$ cat config.mk
export PLATFORM = sky130hd
export DESIGN_NAME = multich_rate_adapter
export DESIGN_NICKNAME = d
export VERILOG_FILES = /design/src/rtl/rate_adapter_pkg.sv /design/src/rtl/rate_strobe_gen.sv /design/src/rtl/multich_rate_adapter.sv
export SDC_FILE = /design/constraint.sdc
export NUM_CORES = 1
export LEC_CHECK = 0
export ABC_AREA = 1
export CELL_PAD_IN_SITES_DETAIL_PLACEMENT = 0
export CELL_PAD_IN_SITES_GLOBAL_PLACEMENT = 1
export CORE_UTILIZATION = 48
export CTS_BUF_LIST = sky130_fd_sc_hd__clkbuf_8
export DETAILED_ROUTE_END_ITERATION = 12
export PLACE_DENSITY_LB_ADDON = 0.2
export SLEW_MARGIN = 10
export SYNTH_ARGS = -nofsm -noshare
export SYNTH_HDL_FRONTEND = slang
export SYNTH_HIERARCHICAL = 1
export SYNTH_SLANG_ARGS = --single-unit
$ cat constraint.sdc
create_clock -name sample_clk -period 6.85 [get_ports sample_clk]
set_input_delay 1.37 -clock sample_clk [delete_from_list [all_inputs] [get_ports sample_clk]]
set_output_delay 1.37 -clock sample_clk [all_outputs]
set_load 0.005 [all_outputs]
$ cat src/rtl/rate_adapter_pkg.sv
// Shared rate codes and period helper for the multi-channel rate adapter.
package rate_adapter_pkg;

  localparam logic [2:0] RATE_1536K = 3'd0;
  localparam logic [2:0] RATE_768K  = 3'd1;
  localparam logic [2:0] RATE_384K  = 3'd2;
  localparam logic [2:0] RATE_192K  = 3'd3;
  localparam logic [2:0] RATE_96K   = 3'd4;
  localparam logic [2:0] RATE_48K   = 3'd5;
  localparam logic [2:0] RATE_24K   = 3'd6;
  localparam logic [2:0] RATE_12K   = 3'd7;

  // Code that selects the unmodified 48 kHz base rate.
  localparam logic [2:0] RATE_BASE  = RATE_48K;

  // The fastest rate (code 0) has an 8-cycle output period.
  localparam int unsigned PERIOD_LOG2_MIN = 3;

  // log2 of the output period P, in sample_clk cycles, for a rate code.
  function automatic logic [3:0] period_log2(input logic [2:0] rate);
    return {1'b0, rate} + 4'(PERIOD_LOG2_MIN);
  endfunction

endpackage

$ cat src/rtl/rate_strobe_gen.sv
// Timing core: free-running base-period counter, output strobes for the
// selected rate, decimation counter and rate-change handling.
module rate_strobe_gen #(
  parameter int unsigned BASE_PERIOD  = 256,
  parameter int unsigned RATE_BASE    = 5,
  parameter int unsigned MAX_DEC_LOG2 = 2
) (
  input  logic       sample_clk,
  input  logic       reset_n,
  input  logic [2:0] rate_sel,
  output logic       base_tick,
  output logic       out_tick,
  output logic       phase_zero,
  output logic       up_mode,
  output logic       down_mode,
  output logic       dec_last,
  output logic       rate_apply,
  output logic       resync,
  output logic [2:0] dec_log2
);
  import rate_adapter_pkg::*;

  localparam int unsigned CW        = $clog2(BASE_PERIOD);
  localparam logic [2:0]  BASE_CODE = 3'(RATE_BASE);

  logic [CW-1:0]           cnt;
  logic [CW-1:0]           p_mask;
  logic [2:0]              rate_q;
  logic [MAX_DEC_LOG2-1:0] dec_cnt;
  logic [MAX_DEC_LOG2-1:0] dec_max;
  logic [3:0]              p_log2;
  logic                    pending;
  logic                    raw_tick;

  // Decode strobes from the counter and the applied rate; a pending rate
  // change masks every output strobe until it is applied at base_tick.
  always_comb begin
    base_tick  = (cnt == '1);
    up_mode    = (rate_q < BASE_CODE);
    down_mode  = (rate_q > BASE_CODE);
    p_log2     = period_log2(rate_q);
    p_mask     = '1;
    if (up_mode) p_mask = CW'((32'd1 << p_log2) - 32'd1);
    phase_zero = ((cnt >> p_log2) == '0);
    dec_log2   = down_mode ? (rate_q - BASE_CODE) : 3'd0;
    dec_max    = {MAX_DEC_LOG2{1'b1}} >> (3'(MAX_DEC_LOG2) - dec_log2);
    dec_last   = down_mode && (dec_cnt == dec_max);
    pending    = (rate_sel != rate_q);
    rate_apply = base_tick && pending;
    if (up_mode)        raw_tick = ((cnt & p_mask) == p_mask);
    else if (down_mode) raw_tick = base_tick && dec_last;
    else                raw_tick = base_tick;
    out_tick   = raw_tick && !pending;
  end

  // Counter, rate latch (base_tick only), decimation count and resync pulse.
  always_ff @(posedge sample_clk or negedge reset_n) begin
    if (!reset_n) begin
      cnt     <= '0;
      rate_q  <= '0;
      dec_cnt <= '0;
      resync  <= 1'b0;
    end else begin
      cnt    <= cnt + CW'(1);
      resync <= rate_apply;
      if (base_tick) begin
        rate_q <= rate_sel;
        if (rate_apply || !down_mode || dec_last) dec_cnt <= '0;
        else                                      dec_cnt <= dec_cnt + MAX_DEC_LOG2'(1);
      end
    end
  end

endmodule

$ cat src/rtl/multich_rate_adapter.sv
// Multi-channel rate adapter: one-frame input skid slot, base-rate hold
// register, and per-channel up-rate (zero-stuff/hold) or down-rate
// (drop/block-average) output selection, all on sample_clk.
module multich_rate_adapter #(
  parameter int unsigned CH           = 2,
  parameter int unsigned SW           = 16,
  parameter int unsigned BASE_PERIOD  = 256,
  parameter int unsigned RATE_BASE    = 5,
  parameter int unsigned MAX_DEC_LOG2 = 2
) (
  input  logic             sample_clk,
  input  logic             reset_n,
  input  logic [2:0]       rate_sel,
  input  logic             avg_mode,
  input  logic             hold_mode,
  input  logic [CH*SW-1:0] in_data,
  input  logic             in_valid,
  output logic             in_ready,
  output logic [CH*SW-1:0] out_data,
  output logic             out_valid,
  output logic             underrun,
  output logic             resync
);
  import rate_adapter_pkg::*;

  localparam int unsigned AW = SW + MAX_DEC_LOG2;

  logic [CH*SW-1:0] slot;
  logic [CH*SW-1:0] hold;
  logic [CH*SW-1:0] hold_next;
  logic [CH*SW-1:0] out_next;
  logic             slot_full;
  logic             consume;
  logic             fill;

  logic       base_tick;
  logic       out_tick;
  logic       phase_zero;
  logic       up_mode;
  logic       down_mode;
  logic       dec_last;
  logic       rate_apply;
  logic [2:0] dec_log2;

  rate_strobe_gen #(
    .BASE_PERIOD  (BASE_PERIOD),
    .RATE_BASE    (RATE_BASE),
    .MAX_DEC_LOG2 (MAX_DEC_LOG2)
  ) u_strobe (
    .sample_clk (sample_clk),
    .reset_n    (reset_n),
    .rate_sel   (rate_sel),
    .base_tick  (base_tick),
    .out_tick   (out_tick),
    .phase_zero (phase_zero),
    .up_mode    (up_mode),
    .down_mode  (down_mode),
    .dec_last   (dec_last),
    .rate_apply (rate_apply),
    .resync     (resync),
    .dec_log2   (dec_log2)
  );

  // Skid-slot handshake; the slot may drain and refill in the same cycle.
  always_comb begin
    consume   = base_tick && slot_full;
    in_ready  = !slot_full || consume;
    fill      = in_valid && in_ready;
    hold_next = slot_full ? slot : '0;
  end

  // Input skid slot.
  always_ff @(posedge sample_clk or negedge reset_n) begin
    if (!reset_n) begin
      slot      <= '0;
      slot_full <= 1'b0;
    end else begin
      if (fill) slot <= in_data;
      if (fill)         slot_full <= 1'b1;
      else if (consume) slot_full <= 1'b0;
    end
  end

  // Base-rate hold register; an empty slot at base_tick holds silence and
  // latches underrun until reset.
  always_ff @(posedge sample_clk or negedge reset_n) begin
    if (!reset_n) begin
      hold     <= '0;
      underrun <= 1'b0;
    end else if (base_tick) begin
      hold <= hold_next;
      if (!slot_full) underrun <= 1'b1;
    end
  end

  for (genvar c = 0; c < CH; c++) begin : g_ch
    logic signed [AW-1:0] acc_q;
    logic signed [AW-1:0] acc_c;
    logic [SW-1:0]        hold_ch;
    logic [SW-1:0]        next_ch;
    logic [SW-1:0]        avg_ch;
    logic [SW-1:0]        sel_ch;

    // Running block sum includes the frame entering hold this tick, so the
    // block's last frame is averaged in on the same tick the sum is cleared.
    always_comb begin
      hold_ch = hold[c*SW +: SW];
      next_ch = hold_next[c*SW +: SW];
      acc_c   = acc_q + $signed({{MAX_DEC_LOG2{next_ch[SW-1]}}, next_ch});
      avg_ch  = SW'(acc_c >>> dec_log2);
      sel_ch  = hold_ch;
      if (up_mode) begin
        if (!phase_zero && !hold_mode) sel_ch = '0;
      end else if (down_mode) begin
        sel_ch = avg_mode ? avg_ch : next_ch;
      end
    end

    assign out_next[c*SW +: SW] = sel_ch;

    // Accumulate inside a decimation block; clear on block end or rate change.
    always_ff @(posedge sample_clk or negedge reset_n) begin
      if (!reset_n) begin
        acc_q <= '0;
      end else if (base_tick) begin
        if (down_mode && !rate_apply && !dec_last) acc_q <= acc_c;
        else                                       acc_q <= '0;
      end
    end
  end

  // Registered output strobe; out_data holds between strobes.
  always_ff @(posedge sample_clk or negedge reset_n) begin
    if (!reset_n) begin
      out_data  <= '0;
      out_valid <= 1'b0;
    end else begin
      out_valid <= out_tick;
      if (out_tick) out_data <= out_next;
    end
  end

endmodule

==> results of run 1 <==
[cell families (layout without fill, tap and decap cells)]
| kind of cell | after synthesis | after routing | share of synthesized area [%] |
|---|---|---|---|
| compound gates | 231 | 231 | 12.1 |
| xor+xnor | 26 | 26 | 2.11 |
| fa+ha+maj | 44 | 44 | 5.23 |
| buf+inv | 236 | 280 | 8.74 |
| flops | 149 | 149 | 34.5 |
| mux | 32 | 32 | 3.33 |
| other cells | 0 | 1 | 0 |
| simple gates | 855 | 855 | 34.0 |
[worst max-delay path, stage by stage, from the launching register on]
cell	delay, ns
dfrtp_1	0.52
o21ai_4	0.06
buf_4	0.34
nor2_4	0.64
inv_2	0.16
nor2_2	0.11
buf_4	0.37
ha_1	0.26
inv_1	0.06
nand2_2	0.07
nand3_1	0.08
nand2_2	0.09
nand3b_4	0.08
nand2_1	0.07
nand2_1	0.09
a21oi_4	0.11
buf_4	0.38
inv_1	0.60
a31oi_1	0.41
a21oi_2	0.08
[flip-flops by register name (all words and copies together), names as in the netlist]
signal            count
out_valid             1
g_ch.acc_q           36
u_strobe/rate_q       3
slot_full             1
underrun              1
slot                 32
hold                 32
u_strobe/dec_cnt      2
out_data             32
u_strobe/cnt          8
u_strobe/resync       1
[per-stage QoR]
step           util, %  worst slack (ns)  hold slack (ns)
2_1_floorplan        -              3.76            0.438
3_3_place_gp      53.1              2.24            0.461
3_5_place_dp      53.1              2.15            0.459
4_1_cts           55.0              2.14            0.474
5_1_grt           55.0              1.73            0.503
6_report          55.0              2.10            0.477
[report_power, final]
part,internal [mW],total (mW),switching (mW)
registers,0.879,0.879,0
clock network,0.356,0.757,0.402
logic,0.0284,0.0670,0.0386
total,1.26,1.70,0.440
[cell type report]
type	instances	area, um^2
antenna	1	2.50
clock buffer	19	262
clock inverter	13	156
fill	2184	9870
inverter	162	608
multi-input combinational	1188	6140
sequential	149	3730
tap	280	350
timing repair buffer	86	835
[placed cells by master (no fill, tap or decap), drive strengths merged, types with 3 or more instances in the layout]
master / n
a31oi: 30
mux2: 32
o211ai: 6
nand2: 538
clkdlybuf4s50: 74
a21o: 5
nand4: 7
xnor2: 11
inv: 168
xor2: 15
o21ai: 87
nor2: 106
dfrtp: 149
a21oi: 96
clkbuf: 19
nor3: 13
o21bai: 3
ha: 42
buf: 12
nand3: 187
clkinv: 3
[routing by layer]
layer  wire length (um)  vias to the layer above  global-route usage (%)
met5                  0                        -                       0
met3               1480                       56                    4.08
met4                896                        0                    9.48
li1                   -                     5161                       -
met1              14000                     4745                    37.5
met2              15900                      285                    49.5
[how the worst max path moves through the flow]
| stage | start | to |
|---|---|---|
| floorplan | u_strobe/cnt[0] | in_ready |
| global placement | u_strobe/rate_q[0] | out_data[25] |
| detailed placement | u_strobe/rate_q[0] | out_data[31] |
| CTS | u_strobe/rate_q[0] | out_data[30] |
| global route | u_strobe/rate_q[0] | out_data[31] |
| finish | u_strobe/rate_q[0] | out_data[30] |
==> metrics.csv, run 1 <==
metric,value,unit
status,"complete, but fails checks",
failing checks,DRC,
global-route wire length before repair,52.5,mm
IO Count,76,
DR pass1 iterations,9,
async set-reset flop share out of synthesis,100,%
CP Data Required Time,7.20,ns
final instance area,0.0121,mm^2
initial DRC count,887,
r2r endpoint,out_data[30],
Final Cycle Share,69.3,%
antenna violations before repair,1,
fin nets,1688,
maximum VDD drop,0.126,mV
drt drc,2,
# setup viols final,0,
endpoints failing hold,0,
synth-to-layout area growth,11.8,%
CTS sink cnt,149,
Slew @ Worst Pin,1.14,ns
layout cells sized above 1,9.28,%
TNS Setup,0,ns
Worst-path clk slew,0.09,ns
Worst EP arrival,5.10,ns
syn_area_per_cell,6.87,um^2
cells after synthesis,1573,
Die Span Y,152,um
worst hold stages,1,
Crit Path Class,flop to flop,
H-Tree Depth,4,
Worst Reg-to-Reg Cells,19,
synth top area cells,"dfrtp_1, nand2_1, nand3_1",
total power,1.70,mW
"count leader, synth",nand2_1,
Cell Rows,54,
Mapped Area,0.0108,mm^2
library cells used by synthesis,44,
Tmin final,4.75,ns
via count,10200,
Slew Limit Fails,0,
Yosys warnings,6,
GRT overflow,0,
vias in the first global route,9692,
Antenna Nets Post-Route,0,
Final Skew,0.0154,ns
DR vias/cell,5.40,
Port-buffer cells,75,
Crit Path Max Fanout,62,
die area,0.0231,mm^2
post-synth top area share,34.5,%
maximum achievable frequency,211,MHz
CTS max path bufs,2,
final wirelength,32.3,mm
cell taking the most area after synthesis,dfrtp_1,
Rel. slew slack,24.2,%
startpoint types,flop,
placed inst area,0.0117,mm^2
Max-cap violations,0,
RR Startpoint,u_strobe/rate_q[0],
Synth Flop Type,dfrtp_1,
die width,152,um
Hold Path Origin,u_strobe/cnt[0],
Root Driver,clkbuf_8,
"Cell Count, Final, Fillers Out",1898,
CTS resizes,0,
cts bufs inserted,17,
Leak Pwr,6.56,nW
post-synthesis sequential area ratio,34.5,%
pin count of the biggest net entering global routing,102,
routability cong.,0.903,
commonest cells in the netlist,"nand2_1, nand3_1, dfrtp_1",
gr usage total,28.9,%
critical path capture point type,flop,
CTS tree,yes,
hold buffer count at CTS,0,
RSZ-0062 raised after global routing,false,
Synth Register Bits,149,
clock latency at the later pin of the worst-skew pair,0.47,ns
postcts setup bufs,0,
Core Area,0.0220,mm^2
Post-synth EDFFs,0,
syn_nets,1657,
reg2reg setup slack,2.10,ns
DPL Wire Length,23.5,mm
WL per Instance,17.0,um
Initial Utilization,49.2,%
Hold Path End,u_strobe/cnt[0],
worst min path class,flop to flop,
DP Cell Count,1865,
pwr/cell area,141,mW/mm^2
Power figures use the tool's default switching activity.
==> run 2, diff against run 1 <==
CORE_UTILIZATION = 40   (was 48)
clock period = 4.1 ns   (was 6.85 ns; I/O delays follow)
==> run 2 against run 1 <==
The run still ends with DRC left. Clock power is 73% higher. Cell count is 3.5% higher. Total power is 70% higher. Critical path type unchanged.
==> metrics.csv, run 2 (synthesized netlist as in run 1, its figures left out) <==
metric,value,unit,change
status,"complete, but fails checks",,unchanged
failing checks,DRC,,unchanged
CTS tree,yes,,unchanged
Final Cycle Share,88.7,%,was 69.3%
gr usage total,25.0,%,was 28.9%
DR pass1 iterations,9,,unchanged
Cell Rows,59,,was 54
global-route wire length before repair,54.4,mm,was 52.5 mm
die area,0.0277,mm^2,was 0.0231 mm^2
Crit Path Max Fanout,32,,was 62
Final Skew,0.0229,ns,was 0.0154 ns
M1 GR Usage,32.5,%,was 37.5%
Worst EP arrival,4.00,ns,was 5.10 ns
Biggest register,g_ch.acc_q,,unchanged
GRT overflow,0,,unchanged
Rel. slew slack,20.6,%,was 24.2%
register area,0.00373,mm^2,unchanged
Core Area,0.0263,mm^2,was 0.0220 mm^2
antenna violations before repair,0,,was 1
critical path capture point type,flop,,unchanged
"most common cell after layout, fill and taps aside",nand2_1,,unchanged
Worst-path clk slew,0.10,ns,was 0.09 ns
M3 GR Usage,3.10,%,was 4.08%
area of the multi-input gates,0.00614,mm^2,unchanged
Most Crowded Layer GR,met2,,unchanged
CTS resizes,0,,unchanged
fin nets,1700,,was 1688
Initial Utilization,41.1,%,was 49.2%
Antenna Cells,0,,was 1
# setup viols final,0,,unchanged
Antenna Nets Post-Route,0,,unchanged
via count,10300,,was 10200
most frequent cells in the layout,"nand2_1, nand3_1, dfrtp_1",,unchanged
Tmin final,3.64,ns,was 4.75 ns
pin count of the biggest net entering global routing,87,,was 102
H-Tree Depth,4,,unchanged
postcts setup bufs,0,,unchanged
hold buffer count at CTS,0,,unchanged
Slew @ Worst Pin,1.19,ns,was 1.14 ns
final wirelength,33.4,mm,was 32.3 mm
CTS sink cnt,149,,unchanged
grt met2 use,44.0,%,was 49.5%
Crit Path Class,flop to flop,,unchanged
DR vias/cell,5.23,,was 5.40
startpoint types,flop,,unchanged
die width,166,um,was 152 um
DP Cell Count,1932,,was 1865
synth-to-layout area growth,13.5,%,was 11.8%
DPL Wire Length,24.5,mm,was 23.5 mm
IO Count,76,,unchanged
Fill cells,2712,,was 2184
drt drc,3,,was 2
maximum achievable frequency,275,MHz,was 211 MHz
maximum VDD drop,0.178,mV,was 0.126 mV
routability cong.,0.878,,was 0.903
Port-buffer cells,75,,unchanged
Slew Limit Fails,0,,unchanged
CTS max path bufs,2,,unchanged
Die Span Y,166,um,was 152 um
Leak Pwr,6.63,nW,was 6.56 nW
"Cell Count, Final, Fillers Out",1964,,was 1898
Root Driver,clkbuf_8,,unchanged
layout cells sized above 1,9.94,%,was 9.28%
cts bufs inserted,17,,unchanged
TNS Setup,0,ns,unchanged
RSZ-0062 raised after global routing,false,,unchanged
clock latency at the later pin of the worst-skew pair,0.48,ns,was 0.47 ns
total power,2.89,mW,was 1.70 mW
worst min path class,input port to asynchronous set/reset pin,,was flop to flop
WL per Instance,17.0,um,about the same
pwr/cell area,236,mW/mm^2,was 141 mW/mm^2
endpoints failing hold,0,,unchanged
initial DRC count,841,,was 887
Largest register FFs,36,,unchanged
Max-cap violations,0,,unchanged
vias in the first global route,10000,,was 9692
CP Data Required Time,4.47,ns,was 7.20 ns
## run 2: final timing paths
| check | from | to | slack (ns) | cells after the start |
|---|---|---|---|---|
| worst max-delay path | u_strobe/rate_q[0] | out_data[24] | 0.46 | 16 |
| worst min-delay path | reset_n | g_ch[1].acc_q[10] | 0.42 | 1 |
| worst max register to register | u_strobe/rate_q[0] | out_data[24] | 0.46 | 16 |
| worst min register to register | underrun | underrun | 0.49 | 1 |
| max in group asynchronous | reset_n | g_ch[0].acc_q[13] | 2.79 | 2 |
| min in group sample_clk | underrun | underrun | 0.49 | 1 |
## run 2: worst max-delay path, stage by stage (launching register included)
cell and delay, ns:
dfrtp_1 0.53, inv_1 0.16, ha_1 0.27, inv_1 0.16, nand2_1 0.13, nand2_4 0.14, nand3_2 0.11, ha_1 0.32
a21oi_1 0.06, a21oi_1 0.15, nand3_1 0.09, nor2_1 0.08, nand3_1 0.12, a21oi_4 0.19, inv_1 0.52, a31oi_1 0.42
a21oi_2 0.08
## run 2: where the power goes
group	switching [mW]	internal [mW]	leakage, nW
registers	0	1.47	1.85
clock network	0.716	0.590	0.219
logic	0.0670	0.0505	4.56
total	0.783	2.11	6.63
## run 2: per-stage QoR
| step | utilization, % | hold WS, ns | cell area [um^2] | setup slack, ns |
|---|---|---|---|---|
| after floorplan | - | 0.438 | 10800 | 1.13 |
| after global placement | 45.0 | 0.464 | 11800 | 0.563 |
| after detailed placement | 45.0 | 0.464 | 11800 | 0.481 |
| after CTS | 46.7 | 0.456 | 12300 | 0.497 |
| after global routing | 46.7 | 0.491 | 12300 | 0.191 |
| final | 46.7 | 0.420 | 12300 | 0.464 |
## run 2: area by class of cell
class | count | area share [%]
sequential | 149 | 30.4
multi-input combinational | 1188 | 50.1
clock inverter | 14 | 1.49
clock buffer | 18 | 2.02
timing repair buffer | 98 | 7.64
tap | 335 | 3.42
inverter | 162 | 4.96
## run 2: per-layer routing
layer  up-vias  wire length, um
li1       5195                -
met1      4826            15300
met5         -                0
met3        36             1120
met2       220            16400
met4         0              650
==> run 3, diff against run 2 <==
GPL_TIMING_DRIVEN = 0   (was unset)
==> run 3 against run 2 <==
The run still ends with DRC left. Core utilization up 0.61 points. Sequential share of layout area down 0.39 points. Critical path depth down 5. Via count up 4.5%. Total power down 0.48%. Critical path type is now flop to output port. Critical endpoint is now in_ready.
==> metrics.csv, run 3 (synthesized netlist as in run 1, its figures left out) <==
metric,value,unit,change
status,"complete, but fails checks",,unchanged
layout cells sized above 1,10.1,%,was 9.94%
Most Crowded Layer GR,met2,,unchanged
Crit Path Class,flop to output port,,was flop to flop
die area,0.0277,mm^2,unchanged
Die Span Y,166,um,unchanged
Net Sw Power,0.780,mW,was 0.783 mW
grt met2 use,42.4,%,was 44.0%
M1 GR Usage,37.1,%,was 32.5%
IO Count,76,,unchanged
DR vias/cell,5.33,,was 5.23
antenna violations before repair,0,,unchanged
Tmin final,3.86,ns,was 3.64 ns
CP startpoint,u_strobe/cnt[1],,was u_strobe/rate_q[0]
Clk pwr share,44.7,%,was 45.1%
Antenna Nets Post-Route,0,,unchanged
Final Skew,0.0227,ns,was 0.0229 ns
Antenna Cells,0,,unchanged
WL per Instance,18.2,um,was 17.0 um
DR pass1 iterations,9,,unchanged
CTS tree,yes,,unchanged
GRT overflow,0,,unchanged
worst min path class,input port to asynchronous set/reset pin,,unchanged
via count,10700,,was 10300
Rel. slew slack,46.6,%,was 20.6%
pwr/cell area,232,mW/mm^2,was 236 mW/mm^2
Combinational Power Share,4.2,%,was 4.1%
Largest register FFs,36,,unchanged
endpoints failing hold,0,,unchanged
RSZ-0062 raised after global routing,false,,unchanged
M3 GR Usage,3.27,%,was 3.10%
Biggest register,g_ch.acc_q,,unchanged
Initial Utilization,41.1,%,unchanged
maximum achievable frequency,259,MHz,was 275 MHz
hold buffer count at CTS,0,,unchanged
Cell Rows,59,,unchanged
Leak Pwr,6.69,nW,was 6.63 nW
DPL Wire Length,28.3,mm,was 24.5 mm
H-Tree Depth,4,,unchanged
Net Sw Frac,27.1,%,about the same
synth-to-layout area growth,15.0,%,was 13.5%
Worst-path clk slew,0.10,ns,about the same
global-route wire length before repair,57.5,mm,was 54.4 mm
postcts setup bufs,0,,unchanged
Final Cycle Share,94.1,%,was 88.7%
vias in the first global route,10400,,was 10000
drt drc,3,,unchanged
cts bufs inserted,17,,unchanged
CTS max path bufs,2,,unchanged
Worst EP arrival,3.04,ns,was 4.00 ns
RR Startpoint,slot_full,,was u_strobe/rate_q[0]
Util after Layout,47.3,%,was 46.7%
gr usage total,26.9,%,was 25.0%
Slew Limit Fails,0,,unchanged
Slew @ Worst Pin,0.801,ns,was 1.19 ns
CP Data Required Time,3.28,ns,was 4.47 ns
Internal,2.10,mW,was 2.11 mW
die width,166,um,unchanged
critical path capture point type,output port,,was flop
Root Driver,clkbuf_8,,unchanged
routability cong.,0.926,,was 0.878
maximum VDD drop,0.150,mV,was 0.178 mV
CTS resizes,2,,was 0
initial DRC count,789,,was 841
Port-buffer cells,74,,was 75
clock latency at the later pin of the worst-skew pair,0.49,ns,was 0.48 ns
Core Area,0.0263,mm^2,unchanged
hold_ws,0.266,ns,was 0.420 ns
Crit Path Max Fanout,10,,was 32
"most common cell after layout, fill and taps aside",nand2_1,,unchanged
final wirelength,36.7,mm,was 33.4 mm
CTS sink cnt,149,,unchanged
startpoint types,flop,,unchanged
failing checks,DRC,,unchanged
Max-cap violations,0,,unchanged
Sequential Power Share,51.0,%,was 50.8%
# setup viols final,0,,unchanged
fin nets,1751,,was 1700
most frequent cells in the layout,"nand2_1, nand3_1, dfrtp_1",,unchanged
pin count of the biggest net entering global routing,87,,unchanged
==> run 3: power by group through the flow <==
| stage | Combinational, mW | Clock (mW) | Sequential, mW |
|---|---|---|---|
| floorplan | 0.0350 | 0 | 1.50 |
| global placement | 0.120 | 0 | 1.50 |
| detailed placement | 0.124 | 0 | 1.50 |
| CTS | 0.124 | 1.30 | 1.47 |
| global route | 0.135 | 1.35 | 1.47 |
| finish | 0.121 | 1.29 | 1.47 |
==> run 3: routing by layer <==
metal  vias up  routed length (um)
li1       5296                   -
met5         -                   0
met1      5081               17100
met3        74                1740
met2       284               16300
met4         0                1520
==> run 3: stage by stage <==
step	std cells	setup TNS, ns	worst slack, ns	instance area (um^2)	power, mW
4_1_cts	2014	0	0.109	12400	2.90
6_report	2014	0	0.242	12400	2.88
3_5_place_dp	1983	0	0.168	12000	1.62
5_1_grt	2014	0	0.0113	12400	2.96
3_3_place_gp	1982	-660.61	-4.44	12000	1.62
2_1_floorplan	1573	0	1.13	10800	1.53
==> run 3: worst max-delay path, cell delays in order (launching register included) <==
cell and delay [ns]:
dfrtp_1 0.38, ha_1 0.19, nand3_1 0.14, nor3_2 0.20, nand3_1 0.19, inv_1 0.11
buf_2 0.20, buf_6 0.20, inv_1 0.08, buf_2 0.21, nand2_1 0.14, clkdlybuf4s50_1 0.51
==> run 3: area by class of cell <==
class,count,area [um^2]
fill,2780,13900
multi-input combinational,1188,6140
sequential,149,3730
timing repair buffer,75,773
inverter,162,608
tap,335,419
buffer,74,344
clock buffer,18,248
clock inverter,13,161
==> run 3: final timing paths <==
| path | endpoint | slack (ns) | depth (start not counted) |
|---|---|---|---|
| min reg2reg | u_strobe/cnt[0] | 0.48 | 1 |
| max | in_ready | 0.24 | 11 |
| min in group sample_clk | u_strobe/cnt[0] | 0.48 | 1 |
| min | g_ch[1].acc_q[11] | 0.27 | 1 |
| max reg2reg | out_data[9] | 0.34 | 22 |
| max in group asynchronous | out_data[16] | 3.00 | 2 |
